File: config.mk
export PLATFORM = sky130hd
export DESIGN_NAME = piece_lock_writer
export DESIGN_NICKNAME = d
export VERILOG_FILES = /design/src/rtl/piece_lock_writer.sv
export SDC_FILE = /design/constraint.sdc
export NUM_CORES = 1
export LEC_CHECK = 0
export CORE_MARGIN = 2
export CORE_UTILIZATION = 50
export DETAILED_ROUTE_END_ITERATION = 16
export GPL_ROUTABILITY_DRIVEN = 0
export PLACE_DENSITY = 0.8
export SLEW_MARGIN = 20
export SYNTH_ARGS = -nofsm -noshare
export SYNTH_HDL_FRONTEND = slang
export SYNTH_SLANG_ARGS = --single-unit
File: constraint.sdc
create_clock -name clk -period 3.2 [get_ports clk]
set_input_delay 0.96 -clock clk [delete_from_list [all_inputs] [get_ports clk]]
set_output_delay 0.96 -clock clk [all_outputs]
set_load 0.1 [all_outputs]
File: src/rtl/piece_lock_writer.sv
`default_nettype none
// ============================================================================
// Module      : piece_lock_writer
// Description : Locks a four-block falling piece into the board RAM. The
//               piece is validated (color, range, alignment, distinct cells)
//               when the request is taken. The four target cells are then
//               read back and checked for occupancy. If all four are empty,
//               the piece color is written to each of them.
// Ports       : clk, rst_n          - clock, asynchronous active-low reset
//               lock_req, color     - lock request and piece color (0 = empty)
//               x1..x4, y1..y4      - top-left pixel coordinates of each block
//               rd_addr / rd_data   - board RAM read port (1-cycle latency)
//               wr_en/wr_addr/wr_data - board RAM write port
//               busy, done, err     - status: busy, success pulse, reject pulse
// Revision    : 1.0 - initial release
// ============================================================================
module piece_lock_writer #(
    parameter int unsigned X0   = 200,
    parameter int unsigned CELL = 20,
    parameter int unsigned COLS = 10,
    parameter int unsigned ROWS = 24
) (
    input  logic       clk,
    input  logic       rst_n,
    input  logic       lock_req,
    input  logic [2:0] color,
    input  logic [9:0] x1,
    input  logic [9:0] x2,
    input  logic [9:0] x3,
    input  logic [9:0] x4,
    input  logic [9:0] y1,
    input  logic [9:0] y2,
    input  logic [9:0] y3,
    input  logic [9:0] y4,
    output logic [7:0] rd_addr,
    input  logic [2:0] rd_data,
    output logic       wr_en,
    output logic [7:0] wr_addr,
    output logic [2:0] wr_data,
    output logic       busy,
    output logic       done,
    output logic       err
);

    localparam int unsigned X_MAX = X0 + (COLS - 1) * CELL;
    localparam int unsigned Y_MAX = (ROWS - 1) * CELL;

    typedef enum logic [2:0] {
        S_IDLE  = 3'd0,
        S_CHECK = 3'd1,
        S_WRITE = 3'd2,
        S_DONE  = 3'd3,
        S_ERR   = 3'd4
    } state_t;

    function automatic logic blk_ok(input logic [9:0] x, input logic [9:0] y);
        logic [31:0] xe;
        logic [31:0] ye;
        xe = {22'd0, x};
        ye = {22'd0, y};
        // The subtraction may wrap when xe < X0; the first term masks that case.
        return (xe >= X0) && (xe <= X_MAX) && (ye <= Y_MAX) &&
               (((xe - X0) % CELL) == 32'd0) && ((ye % CELL) == 32'd0);
    endfunction

    function automatic logic [7:0] blk_addr(input logic [9:0] x, input logic [9:0] y);
        logic [31:0] xe;
        logic [31:0] ye;
        xe = {22'd0, x};
        ye = {22'd0, y};
        return 8'((ye / CELL) * COLS + (xe - X0) / CELL);
    endfunction

    logic [3:0][9:0] blk_x;
    logic [3:0][9:0] blk_y;
    assign blk_x = {x4, x3, x2, x1};
    assign blk_y = {y4, y3, y2, y1};

    // Request-time validation and address mapping, taken straight from the inputs
    logic [3:0][7:0] req_addr;
    logic            req_ok;

    always_comb begin
        req_ok   = (color != 3'd0);
        req_addr = '0;
        for (int i = 0; i < 4; i++) begin
            req_addr[i] = blk_addr(blk_x[i], blk_y[i]);
            if (!blk_ok(blk_x[i], blk_y[i])) req_ok = 1'b0;
        end
        for (int i = 0; i < 3; i++) begin
            for (int j = i + 1; j < 4; j++) begin
                if (req_addr[i] == req_addr[j]) req_ok = 1'b0;
            end
        end
    end

    state_t          state_q, state_d;
    logic [3:0][7:0] addr_q, addr_d;
    logic [2:0]      color_q, color_d;
    logic [2:0]      cnt_q, cnt_d;    // next block index to issue (1-based progress)
    logic            coll_q, coll_d;  // an occupied cell has been seen
    logic [7:0]      rd_addr_q, rd_addr_d;
    logic            wr_en_q, wr_en_d;
    logic [7:0]      wr_addr_q, wr_addr_d;
    logic [2:0]      wr_data_q, wr_data_d;
    logic            done_q, done_d;
    logic            err_q, err_d;

    always_comb begin
        state_d   = state_q;
        addr_d    = addr_q;
        color_d   = color_q;
        cnt_d     = cnt_q;
        coll_d    = coll_q;
        rd_addr_d = rd_addr_q;
        wr_en_d   = 1'b0;
        wr_addr_d = wr_addr_q;
        wr_data_d = wr_data_q;
        done_d    = 1'b0;
        err_d     = 1'b0;
        case (state_q)
            S_IDLE: begin
                if (lock_req) begin
                    color_d = color;
                    addr_d  = req_addr;
                    if (req_ok) begin
                        state_d   = S_CHECK;
                        rd_addr_d = req_addr[0];
                        cnt_d     = 3'd1;
                        coll_d    = 1'b0;
                    end else begin
                        state_d = S_ERR;
                        err_d   = 1'b1;
                    end
                end
            end
            S_CHECK: begin
                // Read data lags the address by one cycle, so comparisons run
                // while cnt is 2..5 and the last one decides the outcome.
                if (cnt_q >= 3'd2) coll_d = coll_q | (rd_data != 3'd0);
                if (cnt_q < 3'd4) begin
                    rd_addr_d = addr_q[cnt_q[1:0]];
                    cnt_d     = cnt_q + 3'd1;
                end else if (cnt_q == 3'd4) begin
                    cnt_d = 3'd5;
                end else if (coll_d) begin
                    state_d = S_ERR;
                    err_d   = 1'b1;
                end else begin
                    state_d   = S_WRITE;
                    wr_en_d   = 1'b1;
                    wr_addr_d = addr_q[0];
                    wr_data_d = color_q;
                    cnt_d     = 3'd1;
                end
            end
            S_WRITE: begin
                if (cnt_q < 3'd4) begin
                    wr_en_d   = 1'b1;
                    wr_addr_d = addr_q[cnt_q[1:0]];
                    cnt_d     = cnt_q + 3'd1;
                end else begin
                    state_d = S_DONE;
                    done_d  = 1'b1;
                end
            end
            S_DONE:  state_d = S_IDLE;
            S_ERR:   state_d = S_IDLE;
            default: state_d = S_IDLE;
        endcase
    end

    always_ff @(posedge clk or negedge rst_n) begin
        if (!rst_n) begin
            state_q   <= S_IDLE;
            addr_q    <= '0;
            color_q   <= 3'd0;
            cnt_q     <= 3'd0;
            coll_q    <= 1'b0;
            rd_addr_q <= 8'd0;
            wr_en_q   <= 1'b0;
            wr_addr_q <= 8'd0;
            wr_data_q <= 3'd0;
            done_q    <= 1'b0;
            err_q     <= 1'b0;
        end else begin
            state_q   <= state_d;
            addr_q    <= addr_d;
            color_q   <= color_d;
            cnt_q     <= cnt_d;
            coll_q    <= coll_d;
            rd_addr_q <= rd_addr_d;
            wr_en_q   <= wr_en_d;
            wr_addr_q <= wr_addr_d;
            wr_data_q <= wr_data_d;
            done_q    <= done_d;
            err_q     <= err_d;
        end
    end

    assign rd_addr = rd_addr_q;
    assign wr_en   = wr_en_q;
    assign wr_addr = wr_addr_q;
    assign wr_data = wr_data_q;
    assign busy    = (state_q != S_IDLE);
    assign done    = done_q;
    assign err     = err_q;

endmodule
`default_nettype wire

==> reports/summary.txt, run 1 <==
Num rows: 62
Total Routing Usage GR: 71.34%
Area leader, netlist: dfrtp_1
Stop err: [ERROR GRT-0116] Global routing finished with congestion. Check the congestion regions in the DRC Viewer.
TritonCTS Buffers: 9
Chip width: 174.0 µm
Synthesized flop and latch total: 64
Ys flop type: dfrtp_1
H-tree depth: 3
Yosys top cell area share: 11.08%
Mapped cell area: 14450 µm²
Gr ovfl total: 1
Syn avg cell area: 7.133 µm²
Stop stage: global routing
Top cells by area, synth: dfrtp_1, ha_1, o21ai_0
Vias in the first global route: 27525
Post-CTS Hold Buffers: 0
Cells after Synth: 2026
Outcome: aborted with a tool error
HPWL Detailed: 48770 µm
Port bufs: 111
Clock root buffer: clkbuf_16
Largest net degree at the start of global routing: 30
Asr flop ratio synth: 100.0%
CTS Buffer Depth: 2
Die Span Y: 174.0 µm
Post-synthesis sequential area ratio: 11.08%
Netlist cell types: 116
Number of synthesized flops with an enable pin: 0
Synth Warn #: 0
First-pass GRT wire length: 164600 µm
IO Pins: 112
Clk sink count: 64
Initial core utilization: 50.62%
-- cells in the mapped netlist, types with 35 or more instances --
master,n
a31oi_1,35
nor3_1,79
inv_1,83
xnor2_1,80
nand3_1,63
ha_1,65
nor2_1,140
nand2_1,188
o21ai_0,150
clkbuf_1,104
a21oi_1,123
xor2_1,38
dfrtp_1,64
-- logic make-up after synthesis --
| group | Yosys count | synth area share (%) |
|---|---|---|
| AOI/OAI and AO/OA | 705 | 34.36 |
| xor gates and xnor gates | 119 | 7.307 |
| adders and majority gates | 77 | 7.013 |
| buffers and inverters | 235 | 6.606 |
| DFF | 64 | 11.08 |
| muxes | 70 | 6.121 |
| other | 1 | 0.02595 |
| and+or+nand+nor | 755 | 27.48 |
-- stage by stage --
stage	instance area, µm²	util [%]	std cells	setup TNS (ns)	worst slack, ns
after floorplan	16260	-	2028	-104.95	-3.818
after global placement	22210	77.81	3093	-133.96	-4.163
after detailed placement	22210	77.81	3093	-144.99	-4.547
after CTS	24590	86.13	3205	-107.11	-3.694
-- timing repair --
action,in CTS
setup endpoints to repair,47
buffers inserted,103
gates resized for setup,408
cloned,1
pin swaps,146
-- layer usage --
| metal | overflow | track usage, % |
|---|---|---|
| met5 | 0 | 34.62 |
| met4 | 1 | 70.94 |
| met3 | 0 | 58.07 |
| met2 | 0 | 87.68 |
| met1 | 0 | 69.49 |
==> run 2: changes to the inputs <==
--- a/config.mk
+++ b/config.mk
@@ -6,10 +6,10 @@
 export NUM_CORES = 1
 export LEC_CHECK = 0
 export CORE_MARGIN = 2
-export CORE_UTILIZATION = 50
+export CORE_UTILIZATION = 35
 export DETAILED_ROUTE_END_ITERATION = 16
 export GPL_ROUTABILITY_DRIVEN = 0
-export PLACE_DENSITY = 0.8
+export PLACE_DENSITY_LB_ADDON = 0.15
 export SLEW_MARGIN = 20
 export SYNTH_ARGS = -nofsm -noshare
 export SYNTH_HDL_FRONTEND = slang
==> run 2 against run 1 <==
The flow now finishes, with violations (negative setup slack). Synthesized cell count stayed put. Area after synthesis did not move.
==> reports/summary.txt, run 2 <==
Synth Warn #: 0 (unchanged)
Average vias per placed instance: 5.769
Netlist cell types: 116 (unchanged)
Setup TNS: -105.88 ns
Final Hold Vio Count: 0
IO Pins: 112 (unchanged)
HPWL Detailed: 48360 µm (-0.84%)
TritonCTS Buffers: 9 (unchanged)
Gr ovfl total: 0
Syn avg cell area: 7.133 µm² (unchanged)
Part of the power in the clock network: 6.6%
Failing checks: negative setup slack
RSZ-0062 raised after global routing: yes
Setup-failing EPs final: 47
Ant. Diodes: 0
Final hold slack: 0.4714 ns
WP data required: 3.41 ns
First drt pass iteration count: 7
Cell mode on critical path: buf_4
Inst Count DP: 3271 (+5.8%)
Crit. End Element: flop
Largest net degree at the start of global routing: 65
Register share of total power: 8.4%
CP max stage cell: or4_4
Outcome: complete, but fails checks
Cells after Synth: 2026 (unchanged)
Mapped cell area: 14450 µm² (unchanged)
Largest register FFs: 32
Clk sink count: 64 (unchanged)
Initial core utilization: 35.39% (-15 points)
Post-synth top cells: nand2_1, o21ai_0, nor2_1
Max Clk Rate: 144.0 MHz
DP Worst Slack: -4.459 ns (+0.08813 ns)
Die ar.: 42930 µm²
Initial DRC count: 1434
Worst Setup Path Type: in2reg
Top-count cell post-synth: nand2_1
LEAKAGE: 0.01091 µW
Sw frac: 42.88%
Fraction of power consumed by combinational cells: 85.1%
Die Span Y: 207.2 µm (+19%)
Clock transition at path regs: 0.06 ns
CP Buf/Inv Count: 8
DRC violations left: 0
Period minus WS final: 6.942 ns
Crit-path leading delay family: simple AND/OR/NAND/NOR gates
Yosys top cell area share: 11.08% (unchanged)
Total number of vias: 19591
Num rows: 74 (+19%)
P_int: 7883 µW
Synthesized flop and latch total: 64 (unchanged)
Critical Path Source Type: input pin
Worst path max stage delay: 0.52 ns
Worst Setup Slack, final: -3.742 ns
Crit Path Max Fanout: 7
Routed WL: 61300 µm
Most common cell after layout, fill and taps aside: buf_4
Tcrit/Tclk final: 216.9%
Min-delay worst type: reg2reg
Chip width: 207.2 µm (+19%)
CTS Buffer Depth: 2 (unchanged)
Port bufs: 111 (unchanged)
Post-CTS Hold Buffers: 0 (unchanged)
P_sw: 5917 µW
Area leader, netlist: dfrtp_1
Clock latency on the worst-skew pair: 0.33 ns
Clock skew: 0.006476 ns
Nets: 3021
Power Density: 548.1 nW/µm²
Ys flop type: dfrtp_1
Post-synthesis sequential area ratio: 11.08% (unchanged)
CORE AREA: 40830 µm²
CP arrival: 7.15 ns
Initial antenna violation count: 0
Avg WL per Cell: 18.05 µm
Asr flop ratio synth: 100.0% (unchanged)
Worst IR Drop VDD: 0.0005902 V
Commonest cells after routing, fill and taps aside: buf_4, nand2_1, nor2_1
Slew Viols, Final: 0
Relative slew slack: 46.58%
First-pass GRT wire length: 98590 µm
Top cells by area, synth: dfrtp_1, ha_1, o21ai_0
Final ANT Viol Nets: 0
Most flop-heavy register: addr_q
H-tree depth: 3 (unchanged)
Total Routing Usage GR: 27.11%
Worst Max-Slew Pin Slew: 0.8014 ns
Max-cap violations: 0
Clock root buffer: clkbuf_16
Area Growth Syn to Fin: 74.21%
Share of layout cells above drive strength 1: 46.54%
CTS tree: done
Number of synthesized flops with an enable pin: 0 (unchanged)
Layout Cells excl Fill: 3396
Vias in the first global route: 19110
-- run 2: path summary, 6_finish.rpt --
path | from | endpoint | slack (ns) | cells after the start
worst min-delay path | addr_q[26] | addr_q[26] | 0.47 | 2
min in group asynchronous | rst_n | wr_en | 0.80 | 2
worst max register to register | cnt_q[1] | cnt_q[1] | 0.45 | 10
max in group asynchronous | rst_n | addr_q[9] | 1.87 | 2
worst max-delay path | y4[8] | cnt_q[1] | -3.74 | 32
worst min register to register | addr_q[26] | addr_q[26] | 0.47 | 2
-- run 2: repair_timing --
item	CTS	global route
endpoints found under the hold margin	0	0
endpoints found under the setup margin	47	47
pin swaps	141	110
setup buffers	77	41
gates resized for setup	356	107
gates cloned	1	0
-- run 2: worst reg2reg max path: stages (launching register included) --
cell and delay (ns):
dfrtp_1 0.45, ha_1 0.21, nor3_1 0.17, nor2_1 0.08, o21ai_0 0.27, nand4b_1 0.29, a211o_1 0.39, a211oi_1 0.24
nand4_1 0.14, nand2_2 0.10, mux2_4 0.30
-- run 2: cell type report --
type | count | area, µm²
tap | 532 | 665.6
fill | 3511 | 15660
clock buffer | 12 | 246.5
multi-input combinational | 1730 | 14420
timing repair buffer | 963 | 7831
sequential | 64 | 1602
inverter | 91 | 381.6
clock inverter | 4 | 30.03
-- run 2: stage by stage --
stage	instance area (µm²)	power (µW)	utilization [%]
global placement	22660	10560	55.50
CTS	24490	12940	59.98
floorplan	16260	7026	-
global route	25180	14580	61.66
finish	25180	13800	61.66
detailed placement	22660	10760	55.50
-- run 2: metal layers --
layer | global-route usage (%) | vias up | wire length [µm]
li1 | - | 9418 | -
met1 | 36.43 | 9449 | 27300
met2 | 46.62 | 642 | 29510
met3 | 2.517 | 82 | 3004
met4 | 6.724 | 0 | 1485
met5 | 0 | - | 0
-- run 2: power groups by stage --
stage | sequential (µW) | clock, µW | combinational [µW]
floorplan | 1100 | 0 | 5920
detailed placement | 1160 | 0 | 9600
CTS | 1150 | 911 | 10900
finish | 1150 | 906 | 11700
global route | 1180 | 941 | 12500
global placement | 1140 | 0 | 9420
-- run 2: cells by family (layout without fill, tap and decap cells) --
| group | after synthesis | count (layout) | synth area share [%] |
|---|---|---|---|
| AND/OR/NAND/NOR | 755 | 755 | 27.48 |
| other | 1 | 3 | 0.02595 |
| multiplexers | 70 | 70 | 6.121 |
| AO/OA/AOI/OAI | 705 | 706 | 34.36 |
| flip-flops | 64 | 64 | 11.08 |
| adder cells (fa/ha/maj) | 77 | 77 | 7.013 |
| buffers and inverters | 235 | 1070 | 6.606 |
| XOR/XNOR | 119 | 119 | 7.307 |
(Power assumes the default switching activity.)
